### src/rtl/tick_period_meter.sv
// tick_period_meter
//   Receive-side monitor for a one-cycle strobe (the FD tick). It counts iClk
//   cycles between rising edges of iTick, reports each measured period, flags
//   whether it fell inside EXPECTED +/- TOL, declares lock after LOCK_N good
//   periods in a row and raises a sticky timeout when the strobe goes missing.
//
// Ports
//   iClk      in   1      clock
//   iRst_n    in   1      asynchronous active-low reset
//   iTick     in   1      strobe level; its rising edge is the measured event
//   iClear    in   1      synchronous clear of state and statistics
//   oPeriod   out  CNT_W  last measured period, held between measurements
//   oValid    out  1      one-cycle pulse when oPeriod updates
//   oInWin    out  1      last measurement was within EXPECTED +/- TOL
//   oLock     out  1      LOCK_N consecutive good periods, no timeout since
//   oTimeout  out  1      no edge for TIMEOUT cycles; cleared by the next edge
//   oErrCnt   out  8      saturating count of bad periods plus timeouts
module tick_period_meter #(
    parameter int CNT_W       = 26,
    parameter int EXPECTED    = 25000001,
    parameter int TOL         = 0,
    parameter int TIMEOUT     = 50000000,
    parameter int LOCK_N      = 4,
    parameter int SYNC_STAGES = 0
) (
    input  logic             iClk,
    input  logic             iRst_n,
    input  logic             iTick,
    input  logic             iClear,
    output logic [CNT_W-1:0] oPeriod,
    output logic             oValid,
    output logic             oInWin,
    output logic             oLock,
    output logic             oTimeout,
    output logic [7:0]       oErrCnt
);

    typedef enum logic [1:0] {IDLE, MEASURE, LOST} state_t;

    localparam logic [CNT_W-1:0] TIMEOUT_C = CNT_W'(TIMEOUT);
    localparam logic [CNT_W:0]   EXP_X     = (CNT_W+1)'(EXPECTED);
    localparam logic [CNT_W:0]   TOL_X     = (CNT_W+1)'(TOL);
    localparam logic [3:0]       LOCK_C    = 4'(LOCK_N);

    logic             tick_s;
    logic             tick_prev_q;
    logic             tick_edge;

    state_t           state_q, state_d;
    logic [CNT_W-1:0] count_q, count_d;
    logic [CNT_W-1:0] period_q, period_d;
    logic             valid_q, valid_d;
    logic             in_win_q, in_win_d;
    logic             lock_q, lock_d;
    logic             timeout_q, timeout_d;
    logic [7:0]       err_cnt_q, err_cnt_d;
    logic [3:0]       good_run_q, good_run_d;

    logic [CNT_W:0]   count_x;
    logic [CNT_W:0]   diff;
    logic             good;
    logic [CNT_W-1:0] count_inc;
    logic [7:0]       err_inc;
    logic [3:0]       good_run_inc;

    // Optional synchronizer chain. It is only reset by iRst_n, never by
    // iClear, so a clear cannot manufacture or swallow an edge in flight.
    generate
        if (SYNC_STAGES == 0) begin : g_nosync
            assign tick_s = iTick;
        end else begin : g_sync
            logic [SYNC_STAGES-1:0] sync_q;
            always_ff @(posedge iClk or negedge iRst_n) begin
                if (!iRst_n) begin
                    sync_q <= '0;
                end else begin
                    sync_q[0] <= iTick;
                    for (int i = 1; i < SYNC_STAGES; i++) begin
                        sync_q[i] <= sync_q[i-1];
                    end
                end
            end
            assign tick_s = sync_q[SYNC_STAGES-1];
        end
    endgenerate

    assign tick_edge = tick_s & ~tick_prev_q;

    // Distance from nominal is taken one bit wider than the counter so the
    // subtraction can never wrap into a falsely small value.
    assign count_x      = {1'b0, count_q};
    assign diff         = (count_x >= EXP_X) ? (count_x - EXP_X) : (EXP_X - count_x);
    assign good         = (diff <= TOL_X);
    assign count_inc    = (count_q < TIMEOUT_C) ? (count_q + CNT_W'(1)) : count_q;
    assign err_inc      = (err_cnt_q != 8'hFF) ? (err_cnt_q + 8'd1) : err_cnt_q;
    assign good_run_inc = (good_run_q < LOCK_C) ? (good_run_q + 4'd1) : good_run_q;

    // Next-state logic. An edge in MEASURE takes priority over the timeout
    // check, so an edge landing exactly on TIMEOUT is measured, not lost.
    always_comb begin
        state_d    = state_q;
        count_d    = count_q;
        period_d   = period_q;
        valid_d    = 1'b0;
        in_win_d   = in_win_q;
        lock_d     = lock_q;
        timeout_d  = timeout_q;
        err_cnt_d  = err_cnt_q;
        good_run_d = good_run_q;

        if (iClear) begin
            state_d    = IDLE;
            count_d    = '0;
            period_d   = '0;
            in_win_d   = 1'b0;
            lock_d     = 1'b0;
            timeout_d  = 1'b0;
            err_cnt_d  = '0;
            good_run_d = '0;
        end else begin
            case (state_q)
                IDLE: begin
                    count_d = '0;
                    if (tick_edge) begin
                        state_d = MEASURE;
                        count_d = CNT_W'(1);
                    end
                end
                MEASURE: begin
                    if (tick_edge) begin
                        count_d  = CNT_W'(1);
                        period_d = count_q;
                        valid_d  = 1'b1;
                        in_win_d = good;
                        if (good) begin
                            good_run_d = good_run_inc;
                            lock_d     = (good_run_inc == LOCK_C);
                        end else begin
                            good_run_d = '0;
                            lock_d     = 1'b0;
                            err_cnt_d  = err_inc;
                        end
                    end else if (count_q == TIMEOUT_C) begin
                        state_d    = LOST;
                        timeout_d  = 1'b1;
                        lock_d     = 1'b0;
                        good_run_d = '0;
                        err_cnt_d  = err_inc;
                    end else begin
                        count_d = count_inc;
                    end
                end
                LOST: begin
                    if (tick_edge) begin
                        state_d   = MEASURE;
                        timeout_d = 1'b0;
                        count_d   = CNT_W'(1);
                    end
                end
                default: begin
                    state_d = IDLE;
                    count_d = '0;
                end
            endcase
        end
    end

    // State and output registers. The edge history flop follows the
    // synchronized tick even through iClear so a held-high tick is not
    // mistaken for a new edge once the clear drops.
    always_ff @(posedge iClk or negedge iRst_n) begin
        if (!iRst_n) begin
            state_q     <= IDLE;
            tick_prev_q <= 1'b0;
            count_q     <= '0;
            period_q    <= '0;
            valid_q     <= 1'b0;
            in_win_q    <= 1'b0;
            lock_q      <= 1'b0;
            timeout_q   <= 1'b0;
            err_cnt_q   <= '0;
            good_run_q  <= '0;
        end else begin
            state_q     <= state_d;
            tick_prev_q <= tick_s;
            count_q     <= count_d;
            period_q    <= period_d;
            valid_q     <= valid_d;
            in_win_q    <= in_win_d;
            lock_q      <= lock_d;
            timeout_q   <= timeout_d;
            err_cnt_q   <= err_cnt_d;
            good_run_q  <= good_run_d;
        end
    end

    assign oPeriod  = period_q;
    assign oValid   = valid_q;
    assign oInWin   = in_win_q;
    assign oLock    = lock_q;
    assign oTimeout = timeout_q;
    assign oErrCnt  = err_cnt_q;

endmodule
### config.mk
export PLATFORM = sky130hd
export DESIGN_NAME = tick_period_meter
export DESIGN_NICKNAME = d
export VERILOG_FILES = /design/src/rtl/tick_period_meter.sv
export SDC_FILE = /design/constraint.sdc
export NUM_CORES = 1
export LEC_CHECK = 0
export CORE_MARGIN = 3
export CORE_UTILIZATION = 45
export DETAILED_ROUTE_END_ITERATION = 10
export PLACE_DENSITY = 0.74
export SLEW_MARGIN = 20
export SYNTH_ARGS = -nofsm -noshare
export SYNTH_HDL_FRONTEND = slang
export SYNTH_SLANG_ARGS = --single-unit
### constraint.sdc
create_clock -name iClk -period 4.3 [get_ports iClk]
set_input_delay 0.645 -clock iClk [delete_from_list [all_inputs] [get_ports iClk]]
set_output_delay 0.645 -clock iClk [all_outputs]
set_load 0.01 [all_outputs]
==> results of run 1 <==
-- through the flow --
| stage | utilization (%) | setup WS, ns | power (W) | hold slack [ns] |
|---|---|---|---|---|
| after floorplan | - | 0.432 | 0.000762 | 0.349 |
| after global placement | 53.5 | 0.128 | 0.000816 | 0.483 |
| after detailed placement | 53.6 | 0.00630 | 0.000820 | 0.481 |
| after CTS | 55.5 | 0.00517 | 0.00137 | 0.407 |
| after global routing | 55.9 | 0.0493 | 0.00141 | 0.423 |
| final | 55.9 | 0.296 | 0.00137 | 0.386 |
-- synthesized netlist by cell type (3+ instances only) --
master / number / share of area, %
xor2_1: 10 / 1.8
clkbuf_1: 29 / 2.2
a21o_1: 10 / 1.5
buf_2: 11 / 1.1
o211ai_1: 6 / 0.92
nor2_1: 56 / 4.3
a211oi_1: 8 / 1.2
inv_1: 11 / 0.85
nor4bb_1: 3 / 0.62
mux2i_1: 6 / 1.2
xnor2_1: 15 / 2.7
or4_1: 3 / 0.46
or3b_1: 3 / 0.54
a22oi_1: 3 / 0.46
a21oi_1: 25 / 2.6
or3_1: 3 / 0.38
nand3_1: 23 / 2.4
ha_1: 8 / 2.1
o21a_1: 4 / 0.62
buf_1: 6 / 0.46
buf_6: 5 / 1.2
nand4_1: 11 / 1.4
nand3b_1: 4 / 0.62
o22ai_1: 3 / 0.38
a22o_1: 27 / 4.8
and3_1: 16 / 2.1
nand2_1: 38 / 2.9
o21ai_0: 19 / 1.9
nor4_1: 5 / 0.64
a221oi_1: 3 / 0.54
and4_1: 4 / 0.72
nand2b_1: 5 / 0.64
dfrtp_1: 71 / 36
o21ai_1: 4 / 0.41
a31oi_1: 4 / 0.51
a21boi_1: 4 / 0.62
o2111ai_1: 7 / 1.3
a21boi_0: 3 / 0.46
nor3_1: 13 / 1.3
a2111oi_0: 5 / 0.90
nor2b_1: 5 / 0.64
a32oi_1: 4 / 0.72
nor3b_1: 8 / 1.2
-- metal layers --
layer / up-vias / track usage [%]
met5: - / 0
met4: 0 / 11.0
met3: 30 / 4.78
met2: 168 / 42.0
met1: 2254 / 37.2
li1: 2161 / -
-- power groups by stage --
stage	registers, W	clock network [W]	logic (W)
after floorplan	0.000710	0	0.0000521
after global placement	0.000708	0	0.000107
after detailed placement	0.000708	0	0.000112
after CTS	0.000696	0.000564	0.000112
after global routing	0.000699	0.000591	0.000122
final	0.000697	0.000558	0.000111
-- repair_timing --
item,4_1_cts,5_1_grt
buffers inserted,0,2
endpoints found under the setup margin,0,10
gates resized for setup,0,5
-- worst min-delay path by stage --
stage | endpoint
finish | good_run_q[2]$_DFFE_PN0P_
global route | good_run_q[3]$_DFFE_PN0P_
detailed placement | oPeriod[6]$_DFFE_PN0P_
floorplan | count_q[0]$_DFFE_PN0P_
CTS | good_run_q[2]$_DFFE_PN0P_
global placement | oPeriod[4]$_DFFE_PN0P_
-- worst max-delay path, delay by kind of cell, from the launching register on --
family                 cells  cell delay (ns)
AOI/OAI and AO/OA          4             1.04
buffers and inverters      1             0.16
DFF                        1             0.48
and+or+nand+nor            6             2.21
-- sequential cells by signal, summed over array words and instances, names as in the netlist --
| signal | count |
|---|---|
| oTimeout | 1 |
| oInWin | 1 |
| oLock | 1 |
| oPeriod | 26 |
| oErrCnt | 8 |
| good_run_q | 4 |
| tick_prev_q | 1 |
| oValid | 1 |
| state_q | 2 |
| count_q | 26 |
-- cell families after synthesis --
kind of cell	count (synthesis)	synth area share (%)
multiplexers	8	1.69
AND/OR/NAND/NOR	213	23.8
flip-flops	71	36.4
XOR/XNOR	25	4.49
AO/OA/AOI/OAI	164	25.8
buffers and inverters	62	5.82
adder cells (fa/ha/maj)	8	2.05
-- area by class of cell --
type | instances | area [um^2] | area share [%]
Clock buffer | 9 | 124 | 2.13
Timing Repair Buffer | 90 | 773 | 13.3
Tap cell | 136 | 170 | 2.92
Sequential cell | 71 | 1780 | 30.5
Clock inverter | 7 | 80.1 | 1.38
Inverter | 11 | 41.3 | 0.709
Multi-Input combinational cell | 418 | 2860 | 49.1
==> results_dict.tcl, run 1 <==
set metrics [dict create \
    drt-met1-wl_mm 6.85 \
    syn-num-nets 563 \
    first_pass_iters 4 \
    dp_hpwl_mm 11.6 \
    syn_inst 551 \
    detail_route.vias_per_cell 6.22 \
    drt-total-wl_mm 15.6 \
    start_util_pct 46.8 \
    routed-via-count 4613 \
    drive_above_1_share_pct 14.7 \
    crit_chain "nor4_2 > and4_1 > a221o_2 > nor2_4 > buf_4 > a31o_1 > a2111oi_2 > o2111ai_1 > or4_4 > nand4_1 > or3b_1" \
    rr_endpoint "oErrCnt[2]$_DFFE_PN0P_" \
    io_buffers 41 \
    r2r-start "count_q[4]$_DFFE_PN0P_" \
    crit_end "oErrCnt[2]$_DFFE_PN0P_" \
    p_seq_share_pct 51.0 \
    rsz0062_at_grt "false" \
    cts_hold_buf 0 \
    cts_buffers 9 \
    switchingPower_w 0.000362 \
    maxSlewHeadroom_pct 43.9 \
    insertion_delay_ns 0.35 \
    grt_max_degree 40 \
    setup_viol_count_final 0 \
    diodes 0 \
    io_pins 42 \
    cts_tree "yes" \
    grt_antenna_before_repair 0 \
    cts_buffer_depth 2 \
    crit_path_top_delay_cell "or4_4" \
    combPwrFrac_pct 8.1 \
    final_common_cell "dfrtp_1" \
    power.internal_w 0.00100 \
    wl_per_cell_um 21.0 \
    power_density_mw_per_mm2 235 \
    wl_met2_mm 7.27 \
    postSynth.asyncResetShare_pct 100 \
    fp.dieArea_mm2 0.0121 \
    ys_ff_latch 71 \
    avgSynthCellArea_um2 8.85 \
    finalWorstPathRequiredPeriod_ns 4.00 \
    htreeDepth 3 \
    cp_max_fo 10 \
    core_area_mm2 0.0104 \
    placed_cell_area_mm2 0.00558 \
    fp.dieW_um 110 \
    grt_pass1_wl_mm 25.0 \
    drt_iter0_drc 321 \
    final.setup_skew_ns 0.00994 \
    max_stage_delay_ns 0.66 \
    rrSetupSlack_ns 0.30 \
    path_clk_slew_ns 0.09 \
    fin_setup_tns_ns 0 \
    place_inst 724 \
    first_global_vias 4516 \
    p_sw_share_pct 26.5 \
    worst_ep_arrival_time_ns 4.24 \
    area_growth_pct 19.3 \
    fin_crit_sh_pct 93.1 \
    worst-slew-pin-transition_ns 0.841 \
    num_rows 37 \
    synth-edff-count 0 \
    hold_path_class "primary input to asynchronous set/reset pin" \
    crit_type "flip-flop to flip-flop" \
    critPathLaunch "count_q[4]$_DFFE_PN0P_" \
    cp-start-kind "flip-flop" \
    fin_area_mm2 0.00582 \
    remaining_drc_errors 0 \
    cts-root-buf "clkbuf_8" \
    synthFlopType "dfrtp_1" \
    cp.required_ns 4.53 \
    fp.dieH_um 110 \
    gp_congestion 0.973 \
    grt_use_total_pct 27.0 \
    grt_overflow 0 \
    nets 613 \
    ys_types 76 \
    p_leak_nw 2.39 \
    yosys_warnings 0 \
    end_kind "flip-flop" \
    wl_met3_um 991 \
    max-vdd-ir-drop_mv 0.203 \
    ys_seq_area_share_pct 36.4 \
    finalHoldViolCount 0 \
    r2r_cells 11 \
    p_clk_share_pct 40.8 \
    fillers 929 \
    max_freq_ghz 0.250 \
    outcome "complete, no violations" \
    netlist_area_mm2 0.00488 \
    antenna_left 0 \
    top_layer_used "met4" \
    final-instance-count-excl-fill 742 \
    final_cell_mix "71 x dfrtp_1, 56 x nor2_1, 49 x buf_4" \
    clock_sinks 71 \
    cap_violations 0 \
    slew_viol_final 0 \
]
Power figures use the tool's default switching activity.
==> inputs of run 2 (changes only) <==
==> constraint.sdc (replaced) <==
create_clock -name iClk -period 4.3 [get_ports iClk]
set_input_delay 0.645 -clock iClk [delete_from_list [all_inputs] [get_ports iClk]]
set_output_delay 0.645 -clock iClk [all_outputs]
set_load 0.005 [all_outputs]
==> results of run 2 <==
Same layout as run 1 (identical final DEF). Status: complete, no violations.
Main changes from that run: total power 0.00137 W -> 0.00136 W; worst IR drop on VDD 0.203 mV -> 0.199 mV
==> inputs of run 3 (changes only) <==
--- a/config.mk
+++ b/config.mk
@@ -9,6 +9,7 @@
 export CORE_UTILIZATION = 45
 export DETAILED_ROUTE_END_ITERATION = 10
 export PLACE_DENSITY = 0.74
+export SKIP_CTS_REPAIR_TIMING = 1
 export SLEW_MARGIN = 20
 export SYNTH_ARGS = -nofsm -noshare
 export SYNTH_HDL_FRONTEND = slang
==> results of run 3 <==
Same layout as run 1 (identical final DEF). Status: complete, no violations.
Main changes from that run: total power 0.00137 W -> 0.00136 W; worst IR drop on VDD 0.203 mV -> 0.199 mV
